**src/rtl/spi_regfile_if.sv**
```systemverilog
// spi_regfile_if: 4-wire SPI pin bundle between a controller and the register file.
interface spi_regfile_if;
    logic sclk;
    logic ncs;
    logic copi;
    logic cipo;
    logic cipo_oe;
    modport master (output sclk, ncs, copi, input cipo, cipo_oe);
    modport slave (input sclk, ncs, copi, output cipo, cipo_oe);
endinterface

```
**src/rtl/spi_regfile.sv**
```systemverilog
// spi_regfile: SPI mode-0 register file with write commit, CIPO readback and frame-error detection.
module spi_regfile #(
    parameter int NUM_REGS = 5,
    parameter int ADDR_W = 7,
    parameter int DATA_W = 8
) (
    input  logic                         clk,
    input  logic                         rst_n,
    spi_regfile_if.slave                 spi,
    output logic [NUM_REGS*DATA_W-1:0]   regs_flat,
    output logic                         wr_strobe,
    output logic [ADDR_W-1:0]            wr_addr,
    output logic                         frame_err
);
    localparam int FRAME_W = 1 + ADDR_W + DATA_W;
    localparam int CNT_W = $clog2(FRAME_W + 1);

    logic [2:0] s1, s2;
    logic [1:0] sd;
    logic ncs_s, sclk_s, copi_s;
    logic ncs_fall, ncs_rise, sclk_rise, sclk_fall;
    logic [CNT_W-1:0] cnt;
    logic [FRAME_W-1:0] sr;
    logic ovf, full, wr_hit, commit, err, load;
    logic [ADDR_W-1:0] addr;
    logic [DATA_W-1:0] rd_val, osr;
    logic [DATA_W-1:0] regs [NUM_REGS];

    // bit order {ncs, sclk, copi}; ncs idles high
    always_ff @(posedge clk or negedge rst_n) begin
        if (!rst_n) begin
            s1 <= 3'b100;
            s2 <= 3'b100;
            sd <= 2'b10;
        end else begin
            s1 <= {spi.ncs, spi.sclk, spi.copi};
            s2 <= s1;
            sd <= s2[2:1];
        end
    end

    assign ncs_s     = s2[2];
    assign sclk_s    = s2[1];
    assign copi_s    = s2[0];
    assign ncs_fall  = sd[1] & ~ncs_s;
    assign ncs_rise  = ~sd[1] & ncs_s;
    assign sclk_rise = ~sd[0] & sclk_s & ~ncs_s;
    assign sclk_fall = sd[0] & ~sclk_s & ~ncs_s;

    assign full   = cnt == CNT_W'(FRAME_W);
    assign addr   = sr[FRAME_W-2 -: ADDR_W];
    assign commit = ncs_rise & full & ~ovf & sr[FRAME_W-1] & wr_hit;
    assign err    = ncs_rise & ((cnt != '0 & ~full) | ovf);
    // the address LSB has just landed and the R/W bit sits right above it
    assign load   = sclk_fall & cnt == CNT_W'(1 + ADDR_W) & ~sr[ADDR_W];

    always_comb begin
        wr_hit = 1'b0;
        rd_val = '0;
        for (int i = 0; i < NUM_REGS; i++) begin
            wr_hit = wr_hit | (addr == ADDR_W'(i));
            rd_val = (sr[ADDR_W-1:0] == ADDR_W'(i)) ? regs[i] : rd_val;
        end
    end

    always_ff @(posedge clk or negedge rst_n) begin
        if (!rst_n) begin
            cnt <= '0;
            sr  <= '0;
            ovf <= 1'b0;
        end else if (ncs_fall || ncs_rise) begin
            cnt <= '0;
            sr  <= '0;
            ovf <= 1'b0;
        end else if (sclk_rise) begin
            if (full) begin
                ovf <= 1'b1;
            end else begin
                sr  <= {sr[FRAME_W-2:0], copi_s};
                cnt <= cnt + 1'b1;
            end
        end
    end

    // zeros shift in behind the data, so cipo returns to 0 after DATA_W bits
    always_ff @(posedge clk or negedge rst_n) begin
        if (!rst_n) begin
            osr <= '0;
        end else if (ncs_fall || ncs_rise) begin
            osr <= '0;
        end else if (load) begin
            osr <= rd_val;
        end else if (sclk_fall) begin
            osr <= osr << 1;
        end
    end

    always_ff @(posedge clk or negedge rst_n) begin
        if (!rst_n) begin
            for (int i = 0; i < NUM_REGS; i++) regs[i] <= '0;
            wr_strobe <= 1'b0;
            frame_err <= 1'b0;
            wr_addr   <= '0;
        end else begin
            for (int i = 0; i < NUM_REGS; i++)
                if (commit && addr == ADDR_W'(i)) regs[i] <= sr[DATA_W-1:0];
            wr_strobe <= commit;
            frame_err <= err;
            if (commit) wr_addr <= addr;
        end
    end

    for (genvar g = 0; g < NUM_REGS; g++) begin : g_flat
        assign regs_flat[g*DATA_W +: DATA_W] = regs[g];
    end

    assign spi.cipo    = osr[DATA_W-1];
    assign spi.cipo_oe = ~ncs_s;
endmodule

```
**src/flat_wrapper.sv**
```systemverilog
// flat-port wrapper written by rule: the top's interface ports become plain ports
module spi_regfile_flat 
#(
    parameter int NUM_REGS = 5,
    parameter int ADDR_W = 7,
    parameter int DATA_W = 8
)
  (clk, rst_n, regs_flat, wr_strobe, wr_addr, frame_err, spi_sclk, spi_ncs, spi_copi, spi_cipo, spi_cipo_oe);
  spi_regfile_if spi_i ();
  input  logic clk;
  input  logic rst_n;
  output logic [NUM_REGS*DATA_W-1:0] regs_flat;
  output logic wr_strobe;
  output logic [ADDR_W-1:0] wr_addr;
  output logic frame_err;
  input wire logic [$bits(spi_i.sclk)-1:0] spi_sclk;
  input wire logic [$bits(spi_i.ncs)-1:0] spi_ncs;
  input wire logic [$bits(spi_i.copi)-1:0] spi_copi;
  output wire logic [$bits(spi_i.cipo)-1:0] spi_cipo;
  output wire logic [$bits(spi_i.cipo_oe)-1:0] spi_cipo_oe;
  assign spi_i.sclk = spi_sclk;
  assign spi_i.ncs = spi_ncs;
  assign spi_i.copi = spi_copi;
  assign spi_cipo = spi_i.cipo;
  assign spi_cipo_oe = spi_i.cipo_oe;
  spi_regfile #(.NUM_REGS(NUM_REGS), .ADDR_W(ADDR_W), .DATA_W(DATA_W)) u_core (.clk(clk), .rst_n(rst_n), .spi(spi_i), .regs_flat(regs_flat), .wr_strobe(wr_strobe), .wr_addr(wr_addr), .frame_err(frame_err));
endmodule
```
**config.mk**
```make
export PLATFORM = sky130hd
export DESIGN_NAME = spi_regfile_flat
export DESIGN_NICKNAME = d
export VERILOG_FILES = /design/src/rtl/spi_regfile_if.sv /design/src/rtl/spi_regfile.sv /design/src/flat_wrapper.sv
export SDC_FILE = /design/constraint.sdc
export NUM_CORES = 1
export LEC_CHECK = 0
export ABC_CLOCK_PERIOD_IN_PS = 2110
export BUFFER_PORTS_ARGS = -buffer_cell sky130_fd_sc_hd__buf_2
export CAP_MARGIN = 15
export CORE_UTILIZATION = 51
export CTS_CLUSTER_SIZE = 14
export DETAILED_ROUTE_END_ITERATION = 12
export GPL_TIMING_DRIVEN = 0
export PLACE_DENSITY = 0.76
export RECOVER_POWER = 100
export SYNTH_ARGS = -nofsm -noshare
export SYNTH_HDL_FRONTEND = slang
export SYNTH_SLANG_ARGS = --single-unit
```
**constraint.sdc**
```tcl
create_clock -name clk -period 2.11 [get_ports clk]
set_input_delay 0.1055 -clock clk [delete_from_list [all_inputs] [get_ports clk]]
set_output_delay 0.1055 -clock clk [all_outputs]
set_load 0.01 [all_outputs]
```
==> results of run 1 <==
flip-flops by register name, indices dropped and copies added (netlist names):
name	count
u_core.s1	3
u_core.cnt	5
u_core.osr	8
u_core.sr	16
u_core.ovf	1
u_core.sd	2
u_core.regs_flat	40
u_core.wr_strobe	1
u_core.frame_err	1
u_core.wr_addr	7
u_core.s2	3
power by group:
| part | leakage (nW) | switching, mW | internal [mW] |
|---|---|---|---|
| logic | 0.776 | 0.0865 | 0.0476 |
| registers | 1.19 | 0.0154 | 1.69 |
| clock network | 0.110 | 0.607 | 0.700 |
| total | 2.08 | 0.709 | 2.43 |
worst min path at each step:
| stage | slack [ns] | startpoint | to |
|---|---|---|---|
| floorplan | -0.19 | rst_n | u_core.cnt[0] |
| global placement | 0.21 | spi_ncs | u_core.s1[2] |
| detailed placement | 0.07 | rst_n | u_core.regs_flat[1] |
| CTS | 0.23 | rst_n | u_core.frame_err |
| global route | 0.37 | u_core.s1[2] | u_core.s2[2] |
| finish | 0.33 | rst_n | u_core.regs_flat[34] |
cell families after synthesis:
family          Yosys count  synth area share, %
fa+ha+maj                 3                0.979
mux                      53                 17.7
buf+inv                  29                 3.20
simple gates             92                 12.7
flops                    87                 56.9
xor+xnor                  3                0.685
compound gates           43                 7.90
metrics by stage:
step	hold WS [ns]	cell area, sq um	cells	worst slack, ns
final	0.326	4520	485	-0.0359
after global routing	0.368	4520	485	-0.0898
after CTS	0.233	4590	487	-0.0583
after detailed placement	0.0692	4260	465	-0.130
after global placement	0.213	4230	464	-0.106
after floorplan	-0.190	3830	310	0.0550
layer usage:
metal / vias to the layer above / share of wire, %
met3: 10 / 6.0
met2: 89 / 49
met4: 0 / 1.2
li1: 1242 / -
met5: - / 0
met1: 1372 / 44
synthesized netlist by cell type (4+ instances only):
master,instances
inv_1,8
nor2_1,5
o21ai_0,9
a221oi_1,5
nor3_1,10
or4_1,4
nand2b_1,4
clkbuf_1,13
mux4_2,5
mux2_1,32
nand2_1,40
buf_2,5
a21boi_0,17
and2_1,8
dfrtp_1,84
mux2i_1,5
mux2_4,8
cell type report:
| cell class | count | area, sq um |
|---|---|---|
| repair buffers | 64 | 289 |
| inverters | 8 | 30.0 |
| clock inverters | 5 | 81.3 |
| flip-flops and latches | 87 | 2180 |
| fillers | 613 | 2730 |
| well taps | 99 | 124 |
| multi-input cells | 194 | 1560 |
| clock buffers | 11 | 141 |
| plain buffers | 17 | 113 |
layout by cell type, fill, tap and decap left out, types with 2 or more instances in the layout:
cell type / Yosys / routed
dlygate4sd3_1: 0 / 4
buf_6: 1 / 4
bufinv_16: 0 / 2
mux2_2: 3 / 3
nand4_1: 3 / 3
clkbuf_2: 0 / 2
o21bai_1: 2 / 2
a21boi_0: 17 / 17
and2_0: 0 / 2
inv_2: 0 / 2
a221oi_1: 5 / 5
o21ai_0: 9 / 9
dfstp_2: 3 / 3
mux2i_1: 5 / 5
dfrtp_1: 84 / 84
ha_1: 3 / 2
xnor2_1: 3 / 3
mux2_1: 32 / 32
mux4_2: 5 / 5
nor3_1: 10 / 10
clkbuf_1: 13 / 61
buf_4: 0 / 4
clkbuf_8: 0 / 10
nand2_1: 40 / 40
or4_1: 4 / 4
nand3_1: 3 / 3
and2_1: 8 / 6
nor2_1: 5 / 5
nand3b_1: 2 / 2
o2bb2ai_1: 2 / 2
mux2_4: 8 / 8
buf_2: 5 / 4
inv_1: 8 / 6
o22ai_1: 2 / 2
nand2b_1: 4 / 4
nor2b_1: 2 / 2
a21oi_1: 3 / 3
what timing repair did:
item / CTS / global route
hold endpoints to repair: 30 / 0
pin swaps: 3 / 1
endpoints found under the setup margin: 51 / 58
hold buffers: 4 / 0
buffers inserted: 3 / 1
gates resized for setup: 11 / 9
worst max-delay path, stage by stage (launching register included):
cell	delay, ns
dfrtp_1	0.42
inv_2	0.09
ha_4	0.13
and4bb_2	0.29
nand4_4	0.12
or4b_4	0.52
buf_12	0.17
mux2_4	0.29
==> impl_metrics.json, run 1 <==
{
  "yosysTopAreaCellShare_pct": 54.8,
  "tightestPinTransition_ns": 0.901,
  "r2r_cells": 7,
  "drt_wl_total_microns": 8350,
  "crit_required_ns": 2.36,
  "fin_crit_sh_pct": 102,
  "skew_ns": 0.0134,
  "rr_endpoint": "u_core.regs_flat[35]",
  "ys.flop_type": "dfrtp_1",
  "cts_tree": "yes",
  "drc": 0,
  "crit_start": "u_core.cnt[0]",
  "post-route-util_pct": 62.3,
  "clk_pin_slew_ns": 0.08,
  "critPathArrivalTime_ns": 2.39,
  "min_period_ns": 2.15,
  "fin_nets": 389,
  "die-width_microns": 88.7,
  "core_sq_um": 7250,
  "cp-start-kind": "flip-flop",
  "finalMaxSlewViolations": 0,
  "dr_total_vias": 2713,
  "viasPerCell": 5.59,
  "grt_pass1_wl_microns": 13600,
  "clock_latency_ns": 0.37,
  "crit_type": "reg2reg",
  "dieHeight_microns": 88.7,
  "layout-drive-gt1-share_pct": 15.3,
  "grt_util_met1_pct": 33.3,
  "fin_ws_ns": -0.0359,
  "hp-class": "in2async",
  "ys_seq_elements": 87,
  "initial_core_util_pct": 52.9,
  "finalHoldViolCount": 0,
  "netlist_area_sq_um": 3830,
  "grt_max_degree": 58,
  "place_hpwl_microns": 5580,
  "clk_path_buf_depth": 2,
  "cap_violations": 0,
  "total_power_mw": 3.14,
  "violations": "negative setup slack",
  "ys_seq_area_share_pct": 56.9,
  "crit_fanout": 8,
  "status": "complete, but fails checks",
  "final.setup.tns_ns": -0.212,
  "grtUsageMet3_pct": 3.92,
  "rows": 31,
  "avgSynthCellArea_sq_um": 12.4,
  "rsz0062_at_grt": "yes",
  "syn_inst": 310,
  "setup_viol": 11,
  "overflow": 0,
  "reg2reg_from": "u_core.cnt[0]",
  "synth.area.top_cells": "dfrtp_1 55%, mux2_1 9.4%, nand2_1 3.9%",
  "grt_antenna_before_repair": 0,
  "worstSetupEndpointType": "flip-flop",
  "area_delta_synth_final_pct": 17.9,
  "timing.fmax_ghz": 0.466,
  "port-buffer-count": 55,
  "r2r_slack_ns": -0.04,
  "place_congestion": 0.806,
  "drt_pre_antenna_iters": 4,
  "grt_pass1_vias": 2641,
  "grtUsageMet2_pct": 36.1,
  "synth_edf_count": 0,
  "synth_cell_types": 44,
  "syn-num-nets": 318,
  "grt-busiest-layer": "met2",
  "async_flop_share_pct": 100,
  "io_pins": 56,
  "peakVddDrop_v": 0.000405,
  "p_leak_nw": 2.08,
  "synth_warnings": 0,
  "cts_root_buffer": "clkbuf_8",
  "diodes": 0,
  "detail-route-antenna-nets": 0,
  "htree_levels": 3,
  "cts_sinks": 87,
  "cts_buffers": 9,
  "yosys.area.top_type": "dfrtp_1",
  "die_area_sq_um": 7870,
  "track_usage_pct": 23.4,
  "drtIter0Drc": 196,
  "powerDensity_nw_per_um2": 695,
  "avgRoutedWirePerCell_microns": 17.2,
  "endpoint": "u_core.regs_flat[35]",
  "max-slew-margin-rel_pct": 39.8
}
Note: power is estimated with default switching activity, not from simulation.
==> run 2: changes to the inputs <==
--- a/config.mk
+++ b/config.mk
@@ -8,12 +8,14 @@
 export ABC_CLOCK_PERIOD_IN_PS = 2110
 export BUFFER_PORTS_ARGS = -buffer_cell sky130_fd_sc_hd__buf_2
 export CAP_MARGIN = 15
-export CORE_UTILIZATION = 51
+export CELL_PAD_IN_SITES_DETAIL_PLACEMENT = 1
+export CELL_PAD_IN_SITES_GLOBAL_PLACEMENT = 1
+export CORE_UTILIZATION = 41
 export CTS_CLUSTER_SIZE = 14
 export DETAILED_ROUTE_END_ITERATION = 12
 export GPL_TIMING_DRIVEN = 0
 export PLACE_DENSITY = 0.76
-export RECOVER_POWER = 100
+export RECOVER_POWER = 50
 export SYNTH_ARGS = -nofsm -noshare
 export SYNTH_HDL_FRONTEND = slang
 export SYNTH_SLANG_ARGS = --single-unit
==> run 2 against run 1 <==
Compared with the run above: the flow still finishes with violations (negative setup slack); via count up 0.37%; non-clock buffer count increased by 3; setup slack improved by 0.018 ns; global-route usage down 1.8 points; clock-buffer cell count fell by 2; first-iteration DRC count decreased by 43%; flip-flop and latch count unchanged; critical path type unchanged; critical endpoint is now u_core.regs_flat[34].
==> impl_metrics.json, run 2 (same netlist as run 1, synthesis figures left out) <==
{
  "final_cells": 497,
  "skew_ns": 0.0133,
  "finalHoldViolCount": 0,
  "timing.fmax_ghz": 0.470,
  "crit_path_max_incr_delay_ns": 0.64,
  "final_cell_mix": "84 x dfrtp_1, 55 x buf_2, 40 x nand2_1",
  "numPlacedInstances": 474,
  "clk_pin_slew_ns": 0.09,
  "fin_nets": 392,
  "status": "complete, but fails checks",
  "detail-route-antenna-nets": 0,
  "drt_wl_total_microns": 9630,
  "crit_type": "reg2reg",
  "setup_viol": 8,
  "drt_pre_antenna_iters": 4,
  "grt_antenna_before_repair": 0,
  "powerDensity_nw_per_um2": 671,
  "htree_levels": 3,
  "hp-class": "reg2reg",
  "initial_core_util_pct": 43.1,
  "worstSetupEndpointType": "flip-flop",
  "cap_violations": 0,
  "dr_total_vias": 2723,
  "cts_buffers": 9,
  "core_sq_um": 8890,
  "die_area_sq_um": 9740,
  "place_area_sq_um": 4280,
  "grt_max_degree": 68,
  "place_congestion": 0.751,
  "place_hpwl_microns": 6630,
  "crit_fanout": 8,
  "cts_sinks": 87,
  "overflow": 0,
  "drtIter0Drc": 112,
  "violations": "negative setup slack",
  "max-slew-margin-rel_pct": 23.9,
  "dieHeight_microns": 98.7,
  "drc": 0,
  "area_delta_synth_final_pct": 20.1,
  "avgRoutedWirePerCell_microns": 19.4,
  "crit_required_ns": 2.36,
  "diodes": 0,
  "rows": 34,
  "fin_crit_sh_pct": 101,
  "port-buffer-count": 55,
  "cts_root_buffer": "clkbuf_8",
  "p_leak_nw": 2.31,
  "min_period_ns": 2.13,
  "cts_tree": "yes",
  "crit_slowest_cell": "or4b_4",
  "post-route-util_pct": 51.8,
  "layout-drive-gt1-share_pct": 29.8,
  "layout_commonest_cell": "dfrtp_1",
  "grt_pass1_vias": 2949,
  "fin_ws_ns": -0.0179,
  "clock_latency_ns": 0.37,
  "finalMaxSlewViolations": 0,
  "grt_pass1_wl_microns": 15900,
  "tightestPinTransition_ns": 1.14,
  "critPathArrivalTime_ns": 2.38,
  "final_cell_area_sq_um": 4610,
  "track_usage_pct": 21.6,
  "crit_family": "simple AND/OR/NAND/NOR gates",
  "worst-path-buf-inv": 1,
  "crit_chain": "inv_2 > ha_4 > and4bb_2 > nand4_4 > or4b_4 > mux2_4",
  "io_pins": 56,
  "die-width_microns": 98.7,
  "largest_reg_flops": 40,
  "clk_path_buf_depth": 2,
  "rsz0062_at_grt": "yes",
  "cp-start-kind": "flip-flop",
  "peakVddDrop_v": 0.000371,
  "viasPerCell": 5.48
}
## run 2: cell types whose count changed in the layout (fill, tap and decap cells not counted), sizes merged
cell    previous run  this run
buf               14        68
clkinv             2         1
clkbuf            74        21
bufinv             2         1
inv                8        12
## run 2: report_power, final
group          total (mW)  internal, mW  switching [mW]
Clock                1.24         0.574           0.669
Sequential           1.70          1.69          0.0122
Combinational       0.149        0.0536          0.0949
## run 2: timing repair
item / CTS / global route
hold endpoints to repair: 88 / 0
gates resized for setup: 15 / 5
setup buffers: 4 / 3
hold buffers: 4 / 0
pin swaps: 3 / 1
endpoints found under the setup margin: 54 / 58
## run 2: area by class of cell
cell class | count | area, sq um
inverters | 8 | 30.0
well taps | 108 | 135
fillers | 944 | 4280
multi-input cells | 194 | 1580
clock inverters | 7 | 86.3
plain buffers | 17 | 97.6
clock buffers | 9 | 124
repair buffers | 67 | 378
flip-flops and latches | 87 | 2180
## run 2: final timing paths
path,from,end,slack [ns],cells past startpoint
setup / recovery,u_core.cnt[0],u_core.regs_flat[34],-0.02,6
hold / removal,u_core.s1[1],u_core.s2[1],0.36,0
setup reg to reg,u_core.cnt[0],u_core.regs_flat[34],-0.02,6
hold reg to reg,u_core.s1[1],u_core.s2[1],0.36,0
max in group asynchronous,rst_n,u_core.sr[8],0.44,3
min in group asynchronous,rst_n,u_core.osr[1],0.48,2
## run 2: metal layers
layer	share of wire, %	up-vias	GRT usage, %	routed length (microns)
li1	-	1238	-	-
met1	45	1432	28.4	4290
met2	52	44	36.9	5000
met3	2.8	9	4.96	265
met4	0.77	0	4.36	74
met5	0	-	0	0
## run 2: metrics by stage
stage          setup slack, ns  setup TNS [ns]  total power, mW  hold slack, ns
6_report               -0.0179         -0.0874             3.09           0.362
3_5_place_dp            -0.198           -7.81             1.87          0.0242
3_3_place_gp            -0.131           -4.82             1.86           0.213
4_1_cts                -0.0440          -0.316             3.14           0.158
2_1_floorplan           0.0550               0             1.79          -0.190
5_1_grt                -0.0763           -1.66             3.20           0.369
